--- config.mk ---
export PLATFORM = sky130hd
export DESIGN_NAME = plb_bram_port_master
export DESIGN_NICKNAME = d
export VERILOG_FILES = /design/src/rtl/plb_bram_port_pkg.sv /design/src/rtl/plb_bram_port_master_rsp_fifo.sv /design/src/rtl/plb_bram_port_master.sv
export SDC_FILE = /design/constraint.sdc
export NUM_CORES = 1
export LEC_CHECK = 0
export ABC_AREA = 1
export BUFFER_PORTS_ARGS = -buffer_cell sky130_fd_sc_hd__buf_2
export CAP_MARGIN = 5
export CORE_ASPECT_RATIO = 2
export CORE_MARGIN = 10
export CORE_UTILIZATION = 35
export DETAILED_ROUTE_END_ITERATION = 12
export PLACE_DENSITY = 0.7
export SLEW_MARGIN = 20
export SYNTH_ARGS = -nofsm -noshare
export SYNTH_HDL_FRONTEND = slang
export SYNTH_HIERARCHICAL = 1
export SYNTH_SLANG_ARGS = --single-unit
--- constraint.sdc ---
create_clock -name BRAM_Clk -period 2.1 [get_ports BRAM_Clk]
set_input_delay 0.21 -clock BRAM_Clk [delete_from_list [all_inputs] [get_ports BRAM_Clk]]
set_output_delay 0.21 -clock BRAM_Clk [all_outputs]
set_load 0.01 [all_outputs]
--- src/rtl/plb_bram_port_pkg.sv ---
// Shared constants and helpers for the PLB-side BRAM port master.
// State encodings stay plain localparams so the controller stays portable to older flows.
package plb_bram_port_pkg;

   localparam int BEAT_W = 4;

   typedef logic [1:0] state_t;

   localparam state_t ST_IDLE = 2'd0;
   localparam state_t ST_RD   = 2'd1;
   localparam state_t ST_WR   = 2'd2;

   // Number of low address bits that select a byte within one port word.
   function automatic int lane_ofs(input int num_we);
      return $clog2(num_we);
   endfunction

   function automatic logic [63:0] offset_mask(input longint memsize);
      return 64'(memsize - 1);
   endfunction

endpackage

--- src/rtl/plb_bram_port_master_rsp_fifo.sv ---
// Response FIFO for read beats: {data, last}, with occupancy count for read credits.
module plb_bram_port_rsp_fifo #(
   parameter int W     = 65,
   parameter int DEPTH = 4,
   localparam int PW   = $clog2(DEPTH),
   localparam int CW   = PW + 1
) (
   input  logic          i_clk,
   input  logic          i_rst,
   input  logic          i_push,
   input  logic [W-1:0]  i_data,
   input  logic          i_pop,
   output logic [W-1:0]  o_data,
   output logic          o_empty,
   output logic [CW-1:0] o_count
);

   logic [W-1:0]  r_mem [DEPTH];
   logic [PW-1:0] r_wr_ptr;
   logic [PW-1:0] r_rd_ptr;
   logic [CW-1:0] r_count;

   always_ff @(posedge i_clk or posedge i_rst) begin
      if (i_rst) begin
         r_wr_ptr <= '0;
         r_rd_ptr <= '0;
         r_count  <= '0;
      end else begin
         if (i_push) r_wr_ptr <= r_wr_ptr + 1'b1;
         if (i_pop)  r_rd_ptr <= r_rd_ptr + 1'b1;
         case ({i_push, i_pop})
            2'b10:   r_count <= r_count + 1'b1;
            2'b01:   r_count <= r_count - 1'b1;
            default: r_count <= r_count;
         endcase
      end
   end

   // Storage needs no reset; validity is tracked by the pointers and count.
   always_ff @(posedge i_clk) begin
      if (i_push) r_mem[r_wr_ptr] <= i_data;
   end

   assign o_data  = r_mem[r_rd_ptr];
   assign o_empty = (r_count == '0);
   assign o_count = r_count;

   a_no_overflow: assert property (@(posedge i_clk) disable iff (i_rst)
      !(i_push && !i_pop && (r_count == CW'(DEPTH))));

endmodule

--- src/rtl/plb_bram_port_master.sv ---
// Burst initiator for one BRAM port: word bursts in, EN/WEN/Addr/Dout out,
// read data returned through a credit-protected response FIFO.
module plb_bram_port_master
   import plb_bram_port_pkg::*;
#(
   parameter int C_PORT_DWIDTH = 64,
   parameter int C_PORT_AWIDTH = 32,
   parameter int C_NUM_WE      = 8,
   parameter int C_MEMSIZE     = 'h4000,
   parameter int C_RSP_DEPTH   = 4
) (
   input  logic                     BRAM_Clk,
   input  logic                     BRAM_Rst,
   input  logic                     Req_Valid,
   output logic                     Req_Ready,
   input  logic                     Req_RNW,
   input  logic [0:C_PORT_AWIDTH-1] Req_Addr,
   input  logic [BEAT_W-1:0]        Req_Len,
   input  logic                     Wr_Valid,
   output logic                     Wr_Ready,
   input  logic [0:C_PORT_DWIDTH-1] Wr_Data,
   input  logic [0:C_NUM_WE-1]      Wr_BE,
   output logic                     Rd_Valid,
   input  logic                     Rd_Ready,
   output logic [0:C_PORT_DWIDTH-1] Rd_Data,
   output logic                     Rd_Last,
   output logic                     Busy,
   output logic                     BRAM_EN,
   output logic [0:C_NUM_WE-1]      BRAM_WEN,
   output logic [0:C_PORT_AWIDTH-1] BRAM_Addr,
   output logic [0:C_PORT_DWIDTH-1] BRAM_Dout,
   input  logic [0:C_PORT_DWIDTH-1] BRAM_Din
);

   localparam int CW     = $clog2(C_RSP_DEPTH) + 1;
   localparam int L_LANE = lane_ofs(C_NUM_WE);
   localparam logic [0:C_PORT_AWIDTH-1] L_ALIGN = ~C_PORT_AWIDTH'((1 << L_LANE) - 1);
   localparam logic [0:C_PORT_AWIDTH-1] L_OFS   = C_PORT_AWIDTH'(offset_mask(C_MEMSIZE));

   state_t                     r_state;
   logic [0:C_PORT_AWIDTH-1]   r_addr;
   logic [0:C_PORT_AWIDTH-1]   r_addr_hold;
   logic [BEAT_W-1:0]          r_beats;
   logic                       r_inflight;
   logic                       r_inflight_last;

   logic                       w_req_fire;
   logic                       w_last_beat;
   logic                       w_issue_rd;
   logic                       w_issue_wr;
   logic                       w_issue;
   logic [CW:0]                w_credit;
   logic [0:C_PORT_AWIDTH-1]   w_addr_next;
   logic [CW-1:0]              w_fifo_count;
   logic                       w_fifo_empty;
   logic [C_PORT_DWIDTH:0]     w_fifo_head;
   logic                       w_pop;

   assign Req_Ready   = (r_state == ST_IDLE) && !BRAM_Rst;
   assign w_req_fire  = Req_Valid && Req_Ready;
   assign w_last_beat = (r_beats == '0);

   // Credits count both queued beats and the one whose data is still on BRAM_Din.
   assign w_credit   = {1'b0, w_fifo_count} + {{CW{1'b0}}, r_inflight};
   assign w_issue_rd = (r_state == ST_RD) && (w_credit < (CW + 1)'(C_RSP_DEPTH));
   assign w_issue_wr = (r_state == ST_WR) && Wr_Valid;
   assign w_issue    = w_issue_rd || w_issue_wr;

   // Offset field wraps inside the memory; bits above it keep the start value.
   assign w_addr_next = (r_addr & ~L_OFS) |
                        ((r_addr + C_PORT_AWIDTH'(C_NUM_WE)) & L_OFS);

   assign Wr_Ready  = (r_state == ST_WR);
   assign BRAM_EN   = w_issue;
   assign BRAM_WEN  = w_issue_wr ? Wr_BE : '0;
   assign BRAM_Dout = w_issue_wr ? Wr_Data : '0;
   assign BRAM_Addr = w_issue ? r_addr : r_addr_hold;

   always_ff @(posedge BRAM_Clk or posedge BRAM_Rst) begin
      if (BRAM_Rst) begin
         r_state         <= ST_IDLE;
         r_addr          <= '0;
         r_addr_hold     <= '0;
         r_beats         <= '0;
         r_inflight      <= 1'b0;
         r_inflight_last <= 1'b0;
      end else begin
         r_inflight      <= w_issue_rd;
         r_inflight_last <= w_issue_rd && w_last_beat;
         if (w_issue) r_addr_hold <= r_addr;
         case (r_state)
            ST_IDLE: begin
               if (w_req_fire) begin
                  r_addr  <= Req_Addr & L_ALIGN;
                  r_beats <= Req_Len;
                  r_state <= Req_RNW ? ST_RD : ST_WR;
               end
            end
            ST_RD, ST_WR: begin
               if (w_issue) begin
                  if (w_last_beat) begin
                     r_state <= ST_IDLE;
                  end else begin
                     r_beats <= r_beats - 1'b1;
                     r_addr  <= w_addr_next;
                  end
               end
            end
            default: r_state <= ST_IDLE;
         endcase
      end
   end

   assign w_pop = Rd_Valid && Rd_Ready;

   plb_bram_port_rsp_fifo #(
      .W     (C_PORT_DWIDTH + 1),
      .DEPTH (C_RSP_DEPTH)
   ) u_rsp_fifo (
      .i_clk   (BRAM_Clk),
      .i_rst   (BRAM_Rst),
      .i_push  (r_inflight),
      .i_data  ({BRAM_Din, r_inflight_last}),
      .i_pop   (w_pop),
      .o_data  (w_fifo_head),
      .o_empty (w_fifo_empty),
      .o_count (w_fifo_count)
   );

   assign Rd_Valid = !w_fifo_empty;
   assign Rd_Data  = Rd_Valid ? w_fifo_head[C_PORT_DWIDTH:1] : '0;
   assign Rd_Last  = Rd_Valid && w_fifo_head[0];
   assign Busy     = (r_state != ST_IDLE) || r_inflight || !w_fifo_empty;

endmodule

==> results.tsv <==
stage	metric	value	unit
status	violated checks	negative setup slack	
routing	average wire length per cell after detail routing	19.03	um
finish	number of filler cells placed in the layout	3495	
global_routing	total routing usage reported by global routing	15.80	%
clocking	root cell of the clock tree	sky130_fd_sc_hd__clkbuf_16	
floorplanning	die span in x	166.5	um
clocking	TritonCTS clock tree	yes	
logic_synthesis	number of synthesized register bits	336	
routing	via total after detailed routing	12120	
sta	fmax	408.9	MHz
sta	worst-margin pin slew	0.8188	ns
clocking	largest buffer count on any clock path	3	
setup_path	family with the most delay on the worst path	buffers and inverters	
logic_synthesis	leading cell types by total area after synthesis	sky130_fd_sc_hd__edfxtp_1, sky130_fd_sc_hd__dfrtp_1, sky130_fd_sc_hd__inv_1, sky130_fd_sc_hd__nand2_1, sky130_fd_sc_hd__o211ai_1	
routing	DRT Pass-1 Iters	5	
place	final weighted congestion in routability-driven placement	0.8026	
setup_path	worst endpoint required time	1.89	ns
power	final total power	31.53	mW
setup_path	highest fanout seen on the critical path	8	
floorplanning	Core Area	42570	sq um
logic_synthesis	post-synthesis sequential area ratio	64.61	%
logic_synthesis	count of mapped cells out of synthesis	1420	
setup_path	delay of the slowest cell on the worst path	0.41	ns
logic_synthesis	area share of the largest cell type after synthesis	51.95	%
setup_path	Critical Path End Type	primary output	
finish	Final Util	51.93	%
floorplanning	Initial Utilization	35.30	%
place	placed cell areas	17630	sq um
job	count of max-cap constraint violations	0	
logic_synthesis	Synthesized Nets	1609	
sta	Clock Skews	0.01698	ns
status	result of the run	complete, but fails checks	
setup_path	CP max stage cell	sky130_fd_sc_hd__dfrtp_1	
global_routing	global-route congestion overflow total	0	
floorplanning	floorplan row count	107	
setup_path	dominant cell type by count on the critical path	sky130_fd_sc_hd__inv_2	
place	detailed placement HPWL	27.36	mm
clocking	deepest level of the CTS H-tree	1	
routing	number of DRC violations after detailed routing	0	
logic_synthesis	EDFF count, synth	260	
place	number of port buffers	348	
floorplanning	die outline area	52130	sq um
sta	unrepaired setup endpoints after global routing	true	
finish	area taken by multi-input logic gates	4415	sq um
power	P per Cell Area	1426	nW/um^2
global_routing	number of antenna violations at the first check in global routing	6	
routing	count of routing violations after the opening detailed-route iteration	786	
finish	Final Instance Area	22110	sq um
global_routing	largest net degree at the start of global routing	66	
logic_synthesis	most common cell in the synthesized netlist	sky130_fd_sc_hd__inv_1	
logic_synthesis	syn_area_per_cell	10.58	sq um
clocking	total CTS buffers	30	
logic_synthesis	flip-flop cell with the highest count after synthesis	sky130_fd_sc_hd__edfxtp_1	
min_path	classification of the worst-slack hold path	in -> reg	
floorplanning	die height	313.0	um
sta	remaining max-slew budget at the tightest pin	45.42	%
clocking	Clk Latency, worst-skew pair	0.58	ns
clocking	clock input transition at the sequential cells of the worst setup and hold paths	0.07	ns
sta	number of max-slew violations in the final report	0	
finish	final net count	2157	
setup_path	arrival time reported for the critical path endpoint	2.24	ns
logic_synthesis	synth cell count leaders	sky130_fd_sc_hd__inv_1, sky130_fd_sc_hd__nand2_1, sky130_fd_sc_hd__edfxtp_1, sky130_fd_sc_hd__nor2_1, sky130_fd_sc_hd__o211ai_1	
finish	share of cells above drive strength 1	37.19	%
routing	Avg Vias per Cell	4.772	
routing	remaining antenna violation count	0	
sta	Final setup viols	171	
logic_synthesis	cell type contributing the most total cell area after synthesis	sky130_fd_sc_hd__edfxtp_1	
global_routing	wire length of the first global-routing pass	67.21	mm
logic_synthesis	total standard cell area after synthesis	15030	sq um
sta	Final Cycle Share	116.5	%
logic_synthesis	Syn. warnings	6	
finish	Reg area	9716	sq um
logic_synthesis	FFs w/ async S/R, synth	22.62	%
sta	final setup margin	-0.3455	ns
clocking	sink count of the clock tree	336	
setup_path	sum of buffers and inverters on the critical path	5	
sta	number of hold violations in the final report	0	
routing	total wire length after detailed routing	48.31	mm
floorplanning	boundary pin count	352	
finish	Area Growth Syn to Fin	47.11	%
power	worst-case vdd ir drop	0.001377	V
power	standby leakage power	10.29	nW
setup_path	nature of the critical path startpoint	flip-flop	
global_routing	number of global-route vias before repair	12670	
logic_synthesis	Distinct cells, synth	32	
setup_path	series of cell instances along the critical path	inv_2 > ha_4 > inv_2 > nor2_2 > nand2_2 > nand2_8 > buf_8 > buf_6 > nor2_4 > a21oi_2 > buf_2	
setup_path	critical path start-end classification	reg -> out	
sta	post-layout min period	2.446	ns
[layer usage]
layer	wire, um	vias up	global-route usage [%]
met4	1480	6	6.571
met2	27140	500	30.87
met3	3168	93	3.484
met1	16490	5847	15.43
li1	-	5671	-
met5	29	-	0
[state kept, by name, summed over array words and instances (netlist names)]
register             flops
u_rsp_fifo/r_mem       260
r_addr_hold             32
r_addr                  29
r_beats                  4
u_rsp_fifo/o_count       3
r_state                  2
u_rsp_fifo/r_rd_ptr      2
u_rsp_fifo/r_wr_ptr      2
r_inflight               1
r_inflight_last          1
[tightest hold or removal path, delay by kind of cell]
kind                   cells  cell delay, ns
XOR/XNOR                   1            0.12
buffers and inverters      2            0.15
AND/OR/NAND/NOR            1            0.06
[per-stage QoR]
step	cells	TNS (ns)	setup slack [ns]	hold WS, ns
after detailed placement	2299	0	0.1443	0.1694
after CTS	2492	-30.50	-0.3447	0.003026
after floorplan	1420	-2.488	-0.2139	0.01340
final	2539	-25.90	-0.3455	0.02664
after global placement	2299	0	0.2243	0.1596
after global routing	2537	-39.23	-0.4207	0.02844
[worst paths after layout]
path / to / start / slack, ns / cells after the start
max: BRAM_Addr[21] / r_state[1] / -0.35 / 11
min: u_rsp_fifo/r_rd_ptr[0] / Rd_Ready / 0.03 / 4
max reg2reg: r_addr_hold[21] / r_state[1] / -0.04 / 15
min reg2reg: r_addr_hold[8] / r_addr_hold[8] / 0.51 / 1
max in group asynchronous: r_addr[8] / BRAM_Rst / 0.89 / 4
min in group asynchronous: r_inflight_last / BRAM_Rst / 0.17 / 3
[logic make-up after synthesis]
group           count (synthesis)  share of synthesized area [%]
simple gates                  487                          12.71
buf+inv                       384                          10.96
flops                         336                          64.61
compound gates                162                          7.576
mux                            36                          2.947
fa+ha+maj                      11                         0.9658
xor+xnor                        4                         0.2332
[power by group]
group	leakage (nW)	internal [mW]	switching, mW
Clock	0.468	3.07	2.40
Sequential	3.27	8.41	0.683
Combinational	6.55	8.05	8.92
[cell usage in the layout, fill, tap and decap left out, types with 3 or more instances in the layout]
master / n
sky130_fd_sc_hd__a21oi_2: 6
sky130_fd_sc_hd__a21oi_4: 5
sky130_fd_sc_hd__buf_12: 24
sky130_fd_sc_hd__buf_16: 11
sky130_fd_sc_hd__buf_2: 307
sky130_fd_sc_hd__buf_4: 55
sky130_fd_sc_hd__buf_6: 54
sky130_fd_sc_hd__buf_8: 11
sky130_fd_sc_hd__bufinv_16: 3
sky130_fd_sc_hd__clkbuf_1: 6
sky130_fd_sc_hd__clkbuf_16: 54
sky130_fd_sc_hd__clkinv_1: 5
sky130_fd_sc_hd__clkinv_2: 5
sky130_fd_sc_hd__clkinvlp_4: 7
sky130_fd_sc_hd__dfrtp_1: 73
sky130_fd_sc_hd__diode_2: 4
sky130_fd_sc_hd__dlygate4sd3_1: 99
sky130_fd_sc_hd__edfxtp_1: 260
sky130_fd_sc_hd__ha_1: 7
sky130_fd_sc_hd__inv_1: 288
sky130_fd_sc_hd__inv_2: 18
sky130_fd_sc_hd__mux2_4: 36
sky130_fd_sc_hd__nand2_1: 205
sky130_fd_sc_hd__nand2_2: 57
sky130_fd_sc_hd__nand2_4: 23
sky130_fd_sc_hd__nand3_1: 18
sky130_fd_sc_hd__nand4_1: 3
sky130_fd_sc_hd__nor2_1: 129
sky130_fd_sc_hd__nor2_2: 29
sky130_fd_sc_hd__nor2_4: 17
sky130_fd_sc_hd__o211ai_1: 130
sky130_fd_sc_hd__o21ai_0: 14
sky130_fd_sc_hd__o21ai_1: 6
sky130_fd_sc_hd__xor2_1: 3
[area by class of cell]
type                    count  share of cell area [%]
inverters                 315                   5.479
flip-flops and latches    336                   43.95
well taps                 545                   3.084
multi-input cells         700                   19.97
clock inverters            17                  0.7697
clock buffers              37                   3.611
repair buffers            585                   23.09
diodes                      4                 0.04528
[what timing repair did]
item / CTS / global route
resized for setup: 129 / 216
endpoints found under the setup margin: 172 / 205
hold endpoints to repair: 302 / 0
hold buffers: 99 / 0
buffers inserted: 31 / 14
cloned: 10 / 31
pin swaps: 31 / 181
(Power assumes the default switching activity.)
